<file path="src/rtl/alu_arb_pkg.sv">
// Shared types and defaults for the ALU arbiter slice.
// Holds requester count, width, op type and FSM state type.
package alu_arb_pkg;
    localparam int NREQ_DEF  = 4;
    localparam int WIDTH_DEF = 8;
    localparam int IDW       = 2;

    typedef logic [2:0] op_t;

    typedef enum logic [1:0] {
        IDLE,
        EXEC,
        RESP
    } state_t;
endpackage

</file>
<file path="src/rtl/alu_arb_if.sv">
// Request, shared-ALU and response bundle for alu_arbiter.
// slave: arbiter side; master: requester/ALU/consumer side.
interface alu_arb_if
    import alu_arb_pkg::*;
#(
    parameter int NREQ  = NREQ_DEF,
    parameter int WIDTH = WIDTH_DEF
);
    logic [NREQ-1:0]       req_valid;
    logic [NREQ-1:0]       req_ready;
    logic [3*NREQ-1:0]     req_op;
    logic [WIDTH*NREQ-1:0] req_a;
    logic [WIDTH*NREQ-1:0] req_b;
    op_t                   alu_op;
    logic [WIDTH-1:0]      alu_a;
    logic [WIDTH-1:0]      alu_b;
    logic [WIDTH-1:0]      alu_y;
    logic                  rsp_valid;
    logic [IDW-1:0]        rsp_id;
    logic [WIDTH-1:0]      rsp_y;
    logic                  rsp_ready;

    modport slave (
        input  req_valid, req_op, req_a, req_b,
        input  alu_y, rsp_ready,
        output req_ready, alu_op, alu_a, alu_b,
        output rsp_valid, rsp_id, rsp_y
    );

    modport master (
        output req_valid, req_op, req_a, req_b,
        output alu_y, rsp_ready,
        input  req_ready, alu_op, alu_a, alu_b,
        input  rsp_valid, rsp_id, rsp_y
    );
endinterface

</file>
<file path="src/rtl/alu_arbiter_rr_pick.sv">
// Combinational requester picker: round-robin after last_grant,
// or lowest index first when ALU_ARB_FIXED_PRIO_EN is defined.
// Ports: valid, last_grant in; grant (one-hot), idx, any out.
module rr_pick
    import alu_arb_pkg::*;
#(
    parameter int NREQ = NREQ_DEF
) (
    input  logic [NREQ-1:0] valid,
    input  logic [IDW-1:0]  last_grant,
    output logic [NREQ-1:0] grant,
    output logic [IDW-1:0]  idx,
    output logic            any
);
`ifdef ALU_ARB_FIXED_PRIO_EN
    logic unused_last;
    assign unused_last = ^last_grant;

    always_comb begin
        idx = '0;
        // Descending scan so the lowest valid index is written last.
        for (int i = NREQ - 1; i >= 0; i--) begin
            if (valid[i]) idx = IDW'(i);
        end
    end
`else
    logic [IDW-1:0] k;

    always_comb begin
        idx = '0;
        k   = '0;
        // Walk offsets NREQ..1 so the nearest one after last_grant wins;
        // offset NREQ is last_grant itself, hence lowest priority.
        for (int i = NREQ; i >= 1; i--) begin
            k = IDW'((int'(last_grant) + i) % NREQ);
            if (valid[k]) idx = k;
        end
    end
`endif

    assign any = |valid;

    always_comb begin
        grant = '0;
        if (any) grant[idx] = 1'b1;
    end
endmodule

</file>
<file path="src/rtl/alu_arbiter.sv">
// Shares one combinational ALU between NREQ requesters (IDLE/EXEC/RESP).
// Ports: clk, rst_n, bus (alu_arb_if.slave). Option: ALU_ARB_FIXED_PRIO_EN.
module alu_arbiter
    import alu_arb_pkg::*;
#(
    parameter int NREQ  = NREQ_DEF,
    parameter int WIDTH = WIDTH_DEF
) (
    input  logic     clk,
    input  logic     rst_n,
    alu_arb_if.slave bus
);
    state_t           state;
    state_t           state_n;
    logic [IDW-1:0]   last_grant;
    logic [IDW-1:0]   gidx;
    logic [NREQ-1:0]  gnt;
    logic             any;
    logic             hs;
    logic             done;
    op_t              op_sel;
    logic [WIDTH-1:0] a_sel;
    logic [WIDTH-1:0] b_sel;

    rr_pick #(.NREQ(NREQ)) u_pick (
        .valid      (bus.req_valid),
        .last_grant (last_grant),
        .grant      (gnt),
        .idx        (gidx),
        .any        (any)
    );

    // Gated by rst_n so ready drops the instant reset asserts.
    assign bus.req_ready = (state == IDLE && rst_n) ? gnt : '0;

    assign hs   = any & |(bus.req_valid & bus.req_ready);
    assign done = bus.rsp_valid & bus.rsp_ready;

    always_comb begin
        op_sel = '0;
        a_sel  = '0;
        b_sel  = '0;
        for (int i = 0; i < NREQ; i++) begin
            if (gidx == IDW'(i)) begin
                op_sel = bus.req_op[3*i +: 3];
                a_sel  = bus.req_a[WIDTH*i +: WIDTH];
                b_sel  = bus.req_b[WIDTH*i +: WIDTH];
            end
        end
    end

    always_ff @(posedge clk or negedge rst_n) begin
        if (!rst_n) state <= IDLE;
        else        state <= state_n;
    end

    always_comb begin
        state_n = state;
        unique case (state)
            IDLE:    if (hs) state_n = EXEC;
            EXEC:    state_n = RESP;
            RESP:    if (done) state_n = IDLE;
            default: state_n = IDLE;
        endcase
    end

    always_ff @(posedge clk or negedge rst_n) begin
        if (!rst_n) begin
            last_grant    <= IDW'(NREQ - 1);
            bus.alu_op    <= '0;
            bus.alu_a     <= '0;
            bus.alu_b     <= '0;
            bus.rsp_id    <= '0;
            bus.rsp_y     <= '0;
            bus.rsp_valid <= 1'b0;
        end else begin
            if (hs) begin
                bus.alu_op <= op_sel;
                bus.alu_a  <= a_sel;
                bus.alu_b  <= b_sel;
                bus.rsp_id <= gidx;
                last_grant <= gidx;
            end
            if (state == EXEC) begin
                bus.rsp_y     <= bus.alu_y;
                bus.rsp_valid <= 1'b1;
            end else if (done) begin
                bus.rsp_valid <= 1'b0;
            end
        end
    end
endmodule

</file>
<file path="src/flat_wrapper.sv">
// flat-port wrapper written by rule: the top's interface ports become plain ports
module alu_arbiter_flat import alu_arb_pkg::*;
#(
    parameter int NREQ  = NREQ_DEF,
    parameter int WIDTH = WIDTH_DEF
)
  (clk, rst_n, bus_req_valid, bus_req_op, bus_req_a, bus_req_b, bus_alu_y, bus_rsp_ready, bus_req_ready, bus_alu_op, bus_alu_a, bus_alu_b, bus_rsp_valid, bus_rsp_id, bus_rsp_y);
  alu_arb_if #(.NREQ(NREQ), .WIDTH(WIDTH)) bus_i ();
  input  logic clk;
  input  logic rst_n;
  input wire logic [$bits(bus_i.req_valid)-1:0] bus_req_valid;
  input wire logic [$bits(bus_i.req_op)-1:0] bus_req_op;
  input wire logic [$bits(bus_i.req_a)-1:0] bus_req_a;
  input wire logic [$bits(bus_i.req_b)-1:0] bus_req_b;
  input wire logic [$bits(bus_i.alu_y)-1:0] bus_alu_y;
  input wire logic [$bits(bus_i.rsp_ready)-1:0] bus_rsp_ready;
  output wire logic [$bits(bus_i.req_ready)-1:0] bus_req_ready;
  output wire logic [$bits(bus_i.alu_op)-1:0] bus_alu_op;
  output wire logic [$bits(bus_i.alu_a)-1:0] bus_alu_a;
  output wire logic [$bits(bus_i.alu_b)-1:0] bus_alu_b;
  output wire logic [$bits(bus_i.rsp_valid)-1:0] bus_rsp_valid;
  output wire logic [$bits(bus_i.rsp_id)-1:0] bus_rsp_id;
  output wire logic [$bits(bus_i.rsp_y)-1:0] bus_rsp_y;
  assign bus_i.req_valid = bus_req_valid;
  assign bus_i.req_op = bus_req_op;
  assign bus_i.req_a = bus_req_a;
  assign bus_i.req_b = bus_req_b;
  assign bus_i.alu_y = bus_alu_y;
  assign bus_i.rsp_ready = bus_rsp_ready;
  assign bus_req_ready = bus_i.req_ready;
  assign bus_alu_op = bus_i.alu_op;
  assign bus_alu_a = bus_i.alu_a;
  assign bus_alu_b = bus_i.alu_b;
  assign bus_rsp_valid = bus_i.rsp_valid;
  assign bus_rsp_id = bus_i.rsp_id;
  assign bus_rsp_y = bus_i.rsp_y;
  alu_arbiter #(.NREQ(NREQ), .WIDTH(WIDTH)) u_core (.clk(clk), .rst_n(rst_n), .bus(bus_i));
endmodule
</file>
<file path="config.mk">
export PLATFORM = sky130hd
export DESIGN_NAME = alu_arbiter_flat
export DESIGN_NICKNAME = d
export VERILOG_FILES = /design/src/rtl/alu_arb_pkg.sv /design/src/rtl/alu_arb_if.sv /design/src/rtl/alu_arbiter_rr_pick.sv /design/src/rtl/alu_arbiter.sv /design/src/flat_wrapper.sv
export SDC_FILE = /design/constraint.sdc
export NUM_CORES = 1
export LEC_CHECK = 0
export BUFFER_PORTS_ARGS = -buffer_cell sky130_fd_sc_hd__buf_2
export CORE_MARGIN = 3
export CORE_UTILIZATION = 40
export DETAILED_ROUTE_END_ITERATION = 16
export PLACE_DENSITY = 0.77
export SETUP_SLACK_MARGIN = 0.4
export SYNTH_ARGS = -nofsm -noshare
export SYNTH_HDL_FRONTEND = slang
export SYNTH_HIERARCHICAL = 1
export SYNTH_SLANG_ARGS = --single-unit
</file>
<file path="constraint.sdc">
create_clock -name clk -period 2.2 [get_ports clk]
set_input_delay 0.44 -clock clk [delete_from_list [all_inputs] [get_ports clk]]
set_output_delay 0.44 -clock clk [all_outputs]
set_load 0.005 [all_outputs]
</file>
======== Word-level counts from Yosys, hierarchy flattened ========
Index checks and enable logic that the tools add are counted.
cells by class
  add/subtract/negate cells ............... 4
  $mul .................................... 0
  div/mod/pow operators ................... 0
  $lt $le $gt $ge ......................... 6
  equality and inequality tests ........... 7
  shifts and indexed selects .............. 0
  multiplexer cells ....................... 33
  bitwise logic cells ..................... 3
  reductions and logical operators ........ 8
operator list
  kind                   count
  $mux W8                8
  $lt A2 B3 Y1 const B   5
  $mux W2                6
  $mux W3                4
  $bmux W1 S2            4
  $mux W4                2
  $reduce_or A4 Y1       2
  $mux W1                7
  $eq A2 B2 Y1 const B   3
  $pmux W2 S3            1
  $add A2 B1 Y2 const B  2
  $add A2 B2 Y2 const B  2
  $and A4 B4 Y4          1
  $eq A2 B1 Y1 const B   2
  $logic_not A2 Y1       2
  $ne A2 B1 Y1 const B   2
  $and A1 B1 Y1          2
  $demux W1 S2           1
  $ge A2 B1 Y1 const B   1
  $logic_and A1 B1 Y1    2
  $reduce_and A2 Y1      1
  $reduce_bool A2 Y1     1
word-level totals
  flip-flop bits (word level) ............. 34
  latch bits .............................. 0
  memory bits (writable) .................. 0
  ROM bits ................................ 0
  bits of input ports ..................... 91
  output and inout bits ................... 34
  logic and storage cells ................. 69
  memories kept ........................... 0

======== Longest topological paths before layout ========
  depth after elaboration ................. 18
  gate-level depth with buffers ........... 9
  gate-level depth less buffers ........... 6

======== Modules after synthesis ========
Netlist, hierarchy kept.
modules (own cells, without submodules)
  module       instances  cells each  area an instance (µm²)  seq. area each (µm²)
  alu_arbiter  1          124         1936.9                  853.3
  rr_pick      1          33          219.0                   0.0

======== Worst setup path after synthesis ========
OpenSTA, ideal clock, no wires.
  kind .................................... reg2reg
  start point ............................. register u_core.last_grant[1]
  end point ............................... register u_core.bus.alu_a[2]
  library setup time ...................... 0.125 ns
  data arrival time ....................... 2.097 ns
  required time ........................... 2.075 ns
  setup slack ............................. -0.023 ns
  stages on the path, launching flop included .. 7
  path buffers ............................ 2
  clock period less this slack ............ 2.223 ns
  cells stage by stage .................... dfstp_2 > buf_2 > mux2i_1 > o221ai_1 > buf_6 > mux4_1 > mux2_4
on the way
  longest elaborated chain between the ends .. 16
  elaborated cells between the ends (all ways) .. 34
  classes of those cells .................. 4 x add/sub; 2 x order compare; 3 x eq/ne; 20 x mux; 2 x bitwise; 3 x reduce/logical
ends and longest elaborated chain
  what                                                                       line                       text
  from (decl)                                                                alu_arbiter.sv:15          logic [IDW-1:0] last_grant;
  from (signal assigned)                                                     alu_arbiter.sv:69          last_grant <= IDW'(NREQ - 1);
  from (signal assigned)                                                     alu_arbiter.sv:82          last_grant <= gidx;
  $add A2 B1 Y2                                                              alu_arbiter_rr_pick.sv:35  k = IDW'((int'(last_grant) + i) % NREQ);
  $bmux W1 S2                                                                alu_arbiter_rr_pick.sv:36  if (valid[k]) idx = k;
  $mux W1 (implied by the code)                                              alu_arbiter_rr_pick.sv:36
  $mux W2 (3 in a row)                                                       alu_arbiter_rr_pick.sv:36
  $mux W2 *                                                                  alu_arbiter_rr_pick.sv:36
  via u_core.gidx[0]                                                         alu_arbiter.sv:16          logic [IDW-1:0] gidx;
  $lt A2 B3 Y1 (implied by the code) / $ge A2 B1 Y1 (equally long branches)  alu_arbiter_rr_pick.sv:45  if (any) grant[idx] = 1'b1;
  $logic_and A1 B1 Y1 (implied by the code)                                  alu_arbiter_rr_pick.sv:45
  $mux W1 (implied by the code)                                              alu_arbiter_rr_pick.sv:45
  $demux W1 S2                                                               alu_arbiter_rr_pick.sv:45
  $mux W4                                                                    alu_arbiter_rr_pick.sv:45
  $mux W4                                                                    alu_arbiter.sv:34          assign bus.req_ready = (state == IDLE && rst_n) ? gnt : '0;
  $and A4 B4 Y4                                                              alu_arbiter.sv:36          assign hs = any & |(bus.req_valid & bus.req_ready);
  $reduce_or A4 Y1                                                           alu_arbiter.sv:36
  $and A1 B1 Y1                                                              alu_arbiter.sv:36
  to (signal assigned)                                                       alu_arbiter.sv:79          bus.alu_a <= a_sel;
  to (decl)                                                                  alu_arb_if.sv:26           output req_ready, alu_op, alu_a, alu_b,
The timed path passes the listed nets; every way through them passes the cells marked *. The select of a mux whose other input is x is not followed.
A chain may end at the register's enable or synchronous reset.

======== Worst setup path in the final report ========
  start point ............................. register u_core.last_grant[0]
  end point ............................... output bus_req_ready[2]
on the way
  longest elaborated chain between the ends .. 13
  elaborated cells between the ends (all ways) .. 23
  classes of those cells .................. 4 x add/sub; 2 x order compare; 16 x mux; 1 x reduce/logical
ends and longest elaborated chain
  what                                                                       line                       text
  $add A2 B1 Y2                                                              alu_arbiter_rr_pick.sv:35
  $bmux W1 S2                                                                alu_arbiter_rr_pick.sv:36
  $mux W1 (implied by the code)                                              alu_arbiter_rr_pick.sv:36
  $mux W2 (3 in a row)                                                       alu_arbiter_rr_pick.sv:36
  $mux W2 *                                                                  alu_arbiter_rr_pick.sv:36
  $lt A2 B3 Y1 (implied by the code) / $ge A2 B1 Y1 (equally long branches)  alu_arbiter_rr_pick.sv:45
  $logic_and A1 B1 Y1 (implied by the code)                                  alu_arbiter_rr_pick.sv:45
  $mux W1 (implied by the code)                                              alu_arbiter_rr_pick.sv:45
  $demux W1 S2 *                                                             alu_arbiter_rr_pick.sv:45
  $mux W4 *                                                                  alu_arbiter_rr_pick.sv:45
  via u_core.gnt[2]                                                          alu_arbiter.sv:17          logic [NREQ-1:0] gnt;
  $mux W4 *                                                                  alu_arbiter.sv:34
  to (decl)                                                                  flat_wrapper.sv:17         output wire logic [$bits(bus_i.req_ready)-1:0] bus_req_ready;
Marked as above.

==> flow_summary.yaml <==
pwr:
  leakagePower_nw: 1.59
  seqPwrFrac: 0.312
  power.density_nw_per_um2: 1180
  netSwitchingFraction: 0.326
  switching_power_mw: 1.21
  p_int_mw: 2.50
  clockPowerShare: 0.130
  irDropWorstVdd_v: 0.000514
  comb_power_share: 0.558
die:
  initial_core_util: 0.417
  fp.coreArea_um2: 5170
  ioPinCount: 125
  rows: 26
  die_width_um: 79.4
  die_area_um2: 6310
  die_y_um: 79.4
sta:
  setup_slack_ns: 0.0209
  hold_viol_final: 0
  finalSetupViolations: 0
  period_share: 0.991
  maxSlewViolCount: 0
  skew_ns: 0.00802
  rsz0062_at_grt: "yes"
  relSlewSlack: 0.627
  tightest_slew_ns: 0.558
  max_freq_ghz: 0.459
  fin_crit_ns: 2.18
  hold_ws_ns: 0.205
grt:
  gr-usage-all-layers: 0.180
  grt-ovfl-total: 0
  grt_antenna_before_repair: 0
  grt_max_degree: 35
  grt_pass1_vias: 1866
  met3_usage: 0.0497
  grt_pass1_wl_um: 8700
  use_met1: 0.213
  use_met2: 0.316
  top_usage_layer: "met2"
drt:
  viasPerCell: 5.05
  drc_errors: 0
  first_iter_violations: 57
  routed_wl_um: 5710
  vias: 1855
  wire_per_inst_um: 15.6
  firstDrtPassIters: 6
  antenna_left: 0
placement:
  port-buffer-count: 124
  place_hpwl_um: 4290
  gp_congestion: 0.799
  place_ws_ns: -0.0315
  placed_area_um2: 2910
worst_setup_path:
  r2r_slack_ns: 0.03
  timing.rr.end: "u_core/bus.alu_op[2]"
  r2r_start: "u_core/last_grant[0]"
  crit_start: "u_core/last_grant[0]"
  crit_type: "reg2out"
  critPathMaxFanout: 6
  crit_end: "bus_req_ready[2]"
  critical_path.endpoint_type: "output pin"
  cp.arrival_ns: 1.74
  r2r_cells: 8
  critPathRequiredTime_ns: 1.76
  crit_path_start_kind: "flop"
final_layout:
  layout_commonest_cell: "buf_2"
  final_cell_mix: "buf_2 (124), dfrtp_1 (32), nand2_1 (30)"
  drive_gt1_frac: 0.704
  syn_to_final_growth_pct: 45.2
  fin_area_um2: 3130
  n_antenna_cell: 0
  fin_nets: 387
  utilization: 0.605
logic_synthesis:
  synth-seq-area-share: 0.396
  syn_inst: 157
  synth_area_um2: 2160
  synth_nets: 248
  yosys_register_bits: 34
  synth_warnings: 6
  synth.avg_cell_area_um2: 13.7
  yosysUniqueCellTypes: 29
cts:
  cts_tree: "built"
  clk_latency_ns: 0.29
  clk_path_buf_depth: 2
  clock-sinks: 34
  numCtsBuffers: 5
  htree_levels: 2
  clockRootBuffer: "clkbuf_8"
  clkTransAtPathRegs_ns: 0.07
outcome:
  outcome: "finished, final reports clean"
min_path:
  hold_path_class: "in2async"
job:
  maxCapViolations: 0
-- through the flow --
| step | power [mW] | TNS, ns | instances |
|---|---|---|---|
| floorplan | 2.38 | 0 | 157 |
| global placement | 2.91 | 0 | 352 |
| detailed placement | 2.97 | -0.0952 | 352 |
| CTS | 3.62 | 0 | 366 |
| global route | 3.96 | -0.290 | 367 |
| finish | 3.70 | 0 | 367 |
-- final cells by class --
class	instances	area, um2
Clock buffer	6	82.6
Clock inverter	2	12.5
Fill cell	432	2040
Inverter	2	7.51
Multi-Input combinational cell	109	1230
Sequential cell	34	853
Tap cell	70	87.6
Timing Repair Buffer	144	860
-- routing by layer --
metal | routed length (um) | up-vias
met5 | 0 | -
met4 | 70 | 0
met3 | 497 | 9
met2 | 2840 | 107
met1 | 2310 | 887
li1 | - | 852
-- worst min path at each step --
stage | startpoint | end
2_1_floorplan | rst_n | u_core/bus.alu_a[0]
3_3_place_gp | u_core/bus.rsp_y[5] | u_core/bus.rsp_y[5]
3_5_place_dp | u_core/bus.rsp_y[5] | u_core/bus.rsp_y[5]
4_1_cts | rst_n | u_core/bus.rsp_y[3]
5_1_grt | rst_n | u_core/bus.rsp_y[1]
6_report | rst_n | u_core/bus.rsp_y[7]
-- timing repair --
item | 4_1_cts | 5_1_grt
pin swaps | 3 | 6
setup endpoints to repair | 28 | 28
resized for setup | 9 | 17
gates cloned | 1 | 0
hold buffers | 0 | 0
buffers inserted | 5 | 1
-- power by group through the flow --
stage          sequential [mW]  combinational (mW)  clock (mW)
2_1_floorplan             1.15                1.23           0
3_3_place_gp              1.16                1.75           0
3_5_place_dp              1.17                1.80           0
4_1_cts                   1.15                1.98       0.494
5_1_grt                   1.20                2.23       0.525
6_report                  1.16                2.07       0.481
-- critical path: stages (launching register included) --
cell and delay [ns]:
dfstp_2 0.62, buf_12 0.13, nand2b_4 0.06, a221oi_4 0.28, buf_4 0.15, and2_1 0.11, buf_2 0.11
-- synth_stat cells, drive strengths merged --
cell | n | share of area
and2 | 4 | 0.012
o21ai | 1 | 0.0023
a21o | 2 | 0.0070
nor2b | 4 | 0.012
nor3b | 1 | 0.0058
inv | 2 | 0.0035
buf | 8 | 0.044
o221ai | 1 | 0.0041
mux2 | 23 | 0.15
a21oi | 3 | 0.0070
a221oi | 2 | 0.011
nand2b | 6 | 0.021
dfstp | 2 | 0.024
a22o | 3 | 0.012
nand3b | 1 | 0.0035
clkbuf | 4 | 0.0070
dfrtp | 32 | 0.37
nor2 | 4 | 0.0070
mux2i | 1 | 0.0046
mux4 | 19 | 0.22
o211a | 2 | 0.0093
nand2 | 30 | 0.052
o21a | 2 | 0.0070
-- state kept, by name (all words and copies together) (netlist names) --
signal,flops
u_core/last_grant,2
u_core/state,2
u_core/bus.alu_a,8
u_core/bus.rsp_y,8
u_core/bus.alu_op,3
u_core/bus.rsp_valid,1
u_core/bus.alu_b,8
u_core/bus.rsp_id,2
-- cell families (layout without fill, tap and decap cells) --
logic type	after synthesis	after routing	share of synthesized area
compound gates	16	16	0.0598
flops	34	34	0.396
simple gates	50	50	0.113
mux	43	43	0.377
buf+inv	14	154	0.0546
No activity file was read; power rests on OpenSTA's default activity.
